===== config.mk =====
export PLATFORM = sky130hd
export DESIGN_NAME = ctrl_wr_capture
export DESIGN_NICKNAME = d
export VERILOG_FILES = /design/src/rtl/ddr_pkg.sv /design/src/rtl/dqs_frame_check.sv /design/src/rtl/ctrl_wr_capture.sv
export SDC_FILE = /design/constraint.sdc
export NUM_CORES = 1
export LEC_CHECK = 0
export ABC_AREA = 1
export BUFFER_PORTS_ARGS = -buffer_cell sky130_fd_sc_hd__buf_2
export CORE_AREA = 2 2 81 98
export DETAILED_ROUTE_END_ITERATION = 12
export DIE_AREA = 0 0 83 100
export GPL_TIMING_DRIVEN = 0
export PLACE_DENSITY = 0.83
export SYNTH_ARGS = -nofsm -noshare
export SYNTH_HDL_FRONTEND = slang
export SYNTH_SLANG_ARGS = --single-unit

===== constraint.sdc =====
create_clock -name CK_t -period 4.04 [get_ports CK_t]
set_input_delay 0.808 -clock CK_t [delete_from_list [all_inputs] [get_ports CK_t]]
set_output_delay 0.808 -clock CK_t [all_outputs]
set_load 0.005 [all_outputs]

===== src/rtl/ddr_pkg.sv =====
// Shared DDR write-path definitions: burst/preamble limits, capture FSM states
// and normalisation of the per-burst parameters latched on wr_start.
package ddr_pkg;

   localparam int BC4     = 4;
   localparam int BL8     = 8;
   localparam int PRE_MIN = 1;
   localparam int PRE_MAX = 2;
   localparam int BEAT_W  = 4;

   typedef enum logic [2:0] {
      IDLE,
      LATENCY,
      PREAMBLE,
      BURST,
      POSTAMBLE
   } ctrl_wr_cap_state_e;

   // Anything that is not BC4 runs as a full BL8 burst.
   function automatic logic [3:0] norm_bl(input logic [3:0] bl);
      return (bl == 4'(BC4)) ? 4'(BC4) : 4'(BL8);
   endfunction

   function automatic logic [1:0] norm_pre(input logic [1:0] pre);
      if (pre < 2'(PRE_MIN)) return 2'(PRE_MIN);
      if (pre > 2'(PRE_MAX)) return 2'(PRE_MAX);
      return pre;
   endfunction

endpackage


===== src/rtl/dqs_frame_check.sv =====
// Expected DQS framing per capture phase; flags any strobe that disagrees
// with the preamble / beat-toggle / postamble pattern.
module dqs_frame_check
   import ddr_pkg::*;
(
   input  ctrl_wr_cap_state_e i_state,
   input  logic               i_beat_odd,
   input  logic               i_dqs_t,
   input  logic               i_dqs_c,
   output logic               o_mismatch
);

   always_comb begin
      o_mismatch = 1'b0;
      case (i_state)
         PREAMBLE:  o_mismatch = !(i_dqs_t && !i_dqs_c);
         BURST:     o_mismatch = (i_dqs_t != i_beat_odd) || (i_dqs_c != !i_beat_odd);
         POSTAMBLE: o_mismatch = !i_dqs_c;
         default:   o_mismatch = 1'b0;
      endcase
   end

endmodule


===== src/rtl/ctrl_wr_capture.sv =====
// Memory-side write-burst capture: waits out CWL, checks DQS framing and
// assembles the beats (byte 0 first) into one word with a one-cycle valid.
module ctrl_wr_capture
   import ddr_pkg::*;
#(
   parameter int DQ_W   = 8,
   parameter int MAX_BL = 8,
   parameter int CWL_W  = 5
) (
   input  logic                     CK_t,
   input  logic                     reset_n,
   input  logic                     wr_start,
   input  logic [CWL_W-1:0]         cwl,
   input  logic [3:0]               burst_length,
   input  logic [1:0]               preamble,
   input  logic [DQ_W-1:0]          dq,
   input  logic                     dqs_t,
   input  logic                     dqs_c,
   output logic [DQ_W*MAX_BL-1:0]   wr_data,
   output logic                     wr_valid,
   output logic                     busy,
   output logic                     dqs_err,
   output logic                     overrun_err
);

   ctrl_wr_cap_state_e r_state;
   ctrl_wr_cap_state_e w_state_next;

   logic [CWL_W-1:0]  r_cwl;
   logic [3:0]        r_bl;
   logic [1:0]        r_pre;
   logic [CWL_W-1:0]  r_lat_cnt;
   logic [1:0]        r_pre_cnt;
   logic [BEAT_W-1:0] r_beat_cnt;
   logic              r_wr_valid;
   logic              r_dqs_err;
   logic              r_overrun;
   logic [DQ_W-1:0]   r_lane [MAX_BL];

   logic w_start_ok;
   logic w_capture;
   logic w_beat_last;
   logic w_mismatch;

   always_ff @(posedge CK_t or negedge reset_n) begin
      if (!reset_n) r_state <= IDLE;
      else          r_state <= w_state_next;
   end

   always_comb begin
      w_state_next = r_state;
      w_start_ok   = 1'b0;
      w_capture    = 1'b0;
      w_beat_last  = 1'b0;
      case (r_state)
         IDLE: begin
            if (wr_start) begin
               w_start_ok   = 1'b1;
               w_state_next = (cwl == '0) ? PREAMBLE : LATENCY;
            end
         end
         LATENCY: begin
            if (r_lat_cnt == r_cwl - CWL_W'(1)) w_state_next = PREAMBLE;
         end
         PREAMBLE: begin
            if (r_pre_cnt == r_pre - 2'd1) w_state_next = BURST;
         end
         BURST: begin
            w_capture   = 1'b1;
            w_beat_last = (r_beat_cnt == r_bl - 4'd1);
            if (w_beat_last) w_state_next = POSTAMBLE;
         end
         POSTAMBLE: w_state_next = IDLE;
         default:   w_state_next = IDLE;
      endcase
   end

   dqs_frame_check u_frame_check (
      .i_state    (r_state),
      .i_beat_odd (r_beat_cnt[0]),
      .i_dqs_t    (dqs_t),
      .i_dqs_c    (dqs_c),
      .o_mismatch (w_mismatch)
   );

   always_ff @(posedge CK_t or negedge reset_n) begin
      if (!reset_n) begin
         r_cwl      <= '0;
         r_bl       <= '0;
         r_pre      <= '0;
         r_lat_cnt  <= '0;
         r_pre_cnt  <= '0;
         r_beat_cnt <= '0;
         r_wr_valid <= 1'b0;
         r_dqs_err  <= 1'b0;
         r_overrun  <= 1'b0;
      end else begin
         if (w_start_ok) begin
            r_cwl      <= cwl;
            r_bl       <= norm_bl(burst_length);
            r_pre      <= norm_pre(preamble);
            r_lat_cnt  <= '0;
            r_pre_cnt  <= '0;
            r_beat_cnt <= '0;
            r_dqs_err  <= 1'b0;
         end else begin
            if (r_state == LATENCY)  r_lat_cnt  <= r_lat_cnt + CWL_W'(1);
            if (r_state == PREAMBLE) r_pre_cnt  <= r_pre_cnt + 2'd1;
            if (w_capture)           r_beat_cnt <= r_beat_cnt + 4'd1;
            if (w_mismatch)          r_dqs_err  <= 1'b1;
         end
         r_wr_valid <= w_beat_last;
         r_overrun  <= wr_start && (r_state != IDLE);
      end
   end

   // Each lane is cleared on an accepted start, so short bursts leave upper lanes zero.
   for (genvar gi = 0; gi < MAX_BL; gi++) begin : g_lane
      always_ff @(posedge CK_t or negedge reset_n) begin
         if (!reset_n)
            r_lane[gi] <= '0;
         else if (w_start_ok)
            r_lane[gi] <= '0;
         else if (w_capture && (r_beat_cnt == BEAT_W'(gi)))
            r_lane[gi] <= dq;
      end
      assign wr_data[gi*DQ_W +: DQ_W] = r_lane[gi];
   end

   assign wr_valid    = r_wr_valid;
   assign busy        = (r_state != IDLE);
   assign dqs_err     = r_dqs_err;
   assign overrun_err = r_overrun;

endmodule


==> flow_metrics.py <==
metrics = {
    "detailed_routing": {
        "drc": 0,
        "wl_per_cell_um": 16.2,
        "drtIter0Drc": 146,
        "drt_first_pass_iters": 5,
        "vias": 3421,
        "via_per_inst": 5.54,
        "drt_wl_total_um": 10000,
        "ant_nets": 0,
    },
    "place": {
        "io_buffers": 90,
        "place.gp.congestion": 0.854,
        "post-place-ws_ns": 2.08,
        "dp_hpwl_um": 7000,
    },
    "sta": {
        "relSlewSlack_pct": 66.1,
        "fin_skew_ns": 0.0142,
        "fin_hold_ws_ns": 0.396,
        "setup_viol": 0,
        "min_period_over_period_pct": 49.9,
        "rsz0062_at_grt": "false",
        "finalHoldViolations": 0,
        "tightest_slew_ns": 0.504,
        "fin_setup_tns_ns": 0,
        "period_minus_slack_ns": 2.01,
        "drv_slew": 0,
        "timing.fmax_mhz": 496,
        "finalWorstSetupSlack_ns": 2.03,
    },
    "clock_tree": {
        "cts_root_buf": "clkbuf_8",
        "cts_buffers": 9,
        "hold_buffers": 0,
        "cts_tree": "yes",
        "cts.sinks": 90,
        "cts_max_level": 3,
        "clk_pin_slew_ns": 0.10,
        "post_cts_resized": 0,
        "clock_latency_ns": 0.36,
        "clockBufferDepth": 2,
        "post_cts_buffers": 0,
    },
    "logic_synthesis": {
        "ys_ff_latch": 90,
        "yosys_warnings": 0,
        "ys_types": 38,
        "syn_area_per_cell_sq_um": 9.90,
        "synth_nets": 450,
        "synth_edf_count": 0,
        "syn_area_sq_um": 4160,
        "ys_dominant_reg_cell": "dfrtp_1",
        "async_reset_ff_share_pct": 100,
        "yosysSeqAreaShare_pct": 54.2,
        "syn-instance-count": 420,
    },
    "global_routing": {
        "grt_max_degree": 57,
        "antenna_found_initial": 0,
        "track_usage_pct": 25.2,
        "overflow": 0,
        "grt_pass1_vias": 3353,
        "grt_pass1_wl_um": 16600,
    },
    "worst_setup_path": {
        "cp-end-kind": "output pin",
        "worstPathArrival_ns": 1.21,
        "critPathKind": "flip-flop to output pin",
        "r2r_end": "wr_data[52]",
        "rr_worst_depth": 6,
        "path_max_fanout": 4,
        "cp.required_ns": 3.23,
        "r2r_start": "r_state[0]",
        "critical_path.startpoint_type": "flip-flop",
        "r2r_setup_slack_ns": 2.36,
    },
    "floorplan": {
        "die_y_um": 100,
        "rows": 35,
        "dieArea_sq_um": 8300,
        "start_util_pct": 55.5,
        "pin_count": 92,
        "die_x_um": 83,
        "coreArea_sq_um": 7490,
    },
    "layout": {
        "syn2layout_area_growth_pct": 19.7,
        "antenna_cells": 0,
        "final_cell_mix": "buf_2, dfrtp_1, nand2_1",
        "drive_gt1_share_pct": 33.8,
        "nNetsFinal": 552,
        "final_common_cell": "buf_2",
    },
    "pwr": {
        "peakVddDrop_v": 0.000417,
        "p_leak_nw": 2.54,
        "p_per_area_nw_per_um2": 746,
    },
    "run": {
        "max_cap_viol_count": 0,
    },
    "hold_path": {
        "hold_class": "input port to asynchronous set/reset pin",
    },
    "status": {
        "status": "completed",
    },
}
==> routing by layer <==
metal | share of wire [%] | global-route usage (%) | wire length, um | vias up
met2 | 49 | 40.2 | 4900 | 118
met3 | 7.2 | 6.66 | 721 | 21
li1 | - | - | - | 1623
met1 | 42 | 33.4 | 4180 | 1659
met4 | 2.0 | 9.58 | 200 | 0
met5 | 0 | 0 | 0 | -
==> layout make-up <==
cell class | instances | area, sq um
clock buffers | 9 | 124
multi-input cells | 280 | 1640
repair buffers | 91 | 480
plain buffers | 18 | 135
clock inverters | 6 | 97.6
well taps | 92 | 115
fillers | 596 | 2510
inverters | 32 | 135
flip-flops and latches | 90 | 2250
==> cells in the mapped netlist (2+ instances only) <==
cell type | count | share of area [%]
nand3_4 | 5 | 2.1
inv_1 | 28 | 2.5
xor2_1 | 2 | 0.42
buf_2 | 11 | 1.3
inv_2 | 2 | 0.18
nand2_8 | 2 | 0.96
ha_1 | 6 | 1.8
dfrtp_1 | 90 | 54
a21oi_1 | 6 | 0.72
o21ai_0 | 15 | 1.8
nand3_2 | 10 | 2.4
buf_6 | 3 | 0.81
nand2_1 | 61 | 5.5
nor3_1 | 4 | 0.48
nor2_1 | 23 | 2.1
a211oi_1 | 2 | 0.36
nand2_2 | 8 | 1.2
o21ai_2 | 18 | 3.8
o21ai_1 | 45 | 5.4
nand3_1 | 55 | 6.6
a31oi_1 | 3 | 0.45
nor2_4 | 5 | 1.4
==> critical path: stages, from the launching register on <==
cell,delay [ns]
dfrtp_1,0.43
nor2_2,0.19
nand2_2,0.10
buf_2,0.14
==> power breakdown <==
| group | internal [mW] | leakage, nW | switching, mW |
|---|---|---|---|
| logic | 0.635 | 1.26 | 0.915 |
| clock network | 0.355 | 0.112 | 0.337 |
| registers | 1.23 | 1.17 | 0.234 |
| total | 2.22 | 2.54 | 1.49 |
==> state kept, by name (all words and copies together), names as in the netlist <==
name	count
r_pre	2
r_pre_cnt	2
wr_valid	1
r_lat_cnt	5
dqs_err	1
overrun_err	1
r_cwl	5
r_beat_cnt	4
r_bl	2
wr_data	64
r_state	3
==> per-stage QoR <==
step	power (mW)	util [%]	area [sq um]	cells
floorplan	2.51	-	4160	420
global placement	2.95	63.1	4720	602
detailed placement	3.03	63.5	4750	603
CTS	3.73	66.4	4970	618
global route	4.00	66.4	4970	618
finish	3.71	66.4	4970	618
==> worst max-delay path by stage <==
stage	depth (start not counted)	slack (ns)	start	endpoint
after floorplan	8	2.47	wr_start	wr_data[39]
after global placement	1	1.40	reset_n	wr_data[39]
after detailed placement	6	2.08	wr_start	wr_data[52]
after CTS	3	2.01	r_state[0]	busy
after global routing	3	1.95	r_state[0]	busy
final	3	2.03	r_state[0]	busy
==> logic make-up after synthesis <==
| logic type | after synthesis | synth area share (%) |
|---|---|---|
| AND/OR/NAND/NOR | 178 | 23.6 |
| AO/OA/AOI/OAI | 93 | 13.3 |
| flip-flops | 90 | 54.2 |
| buffers and inverters | 50 | 6.50 |
| adder cells (fa/ha/maj) | 6 | 1.81 |
| XOR/XNOR | 3 | 0.632 |
Note: power is estimated with default switching activity, not from simulation.
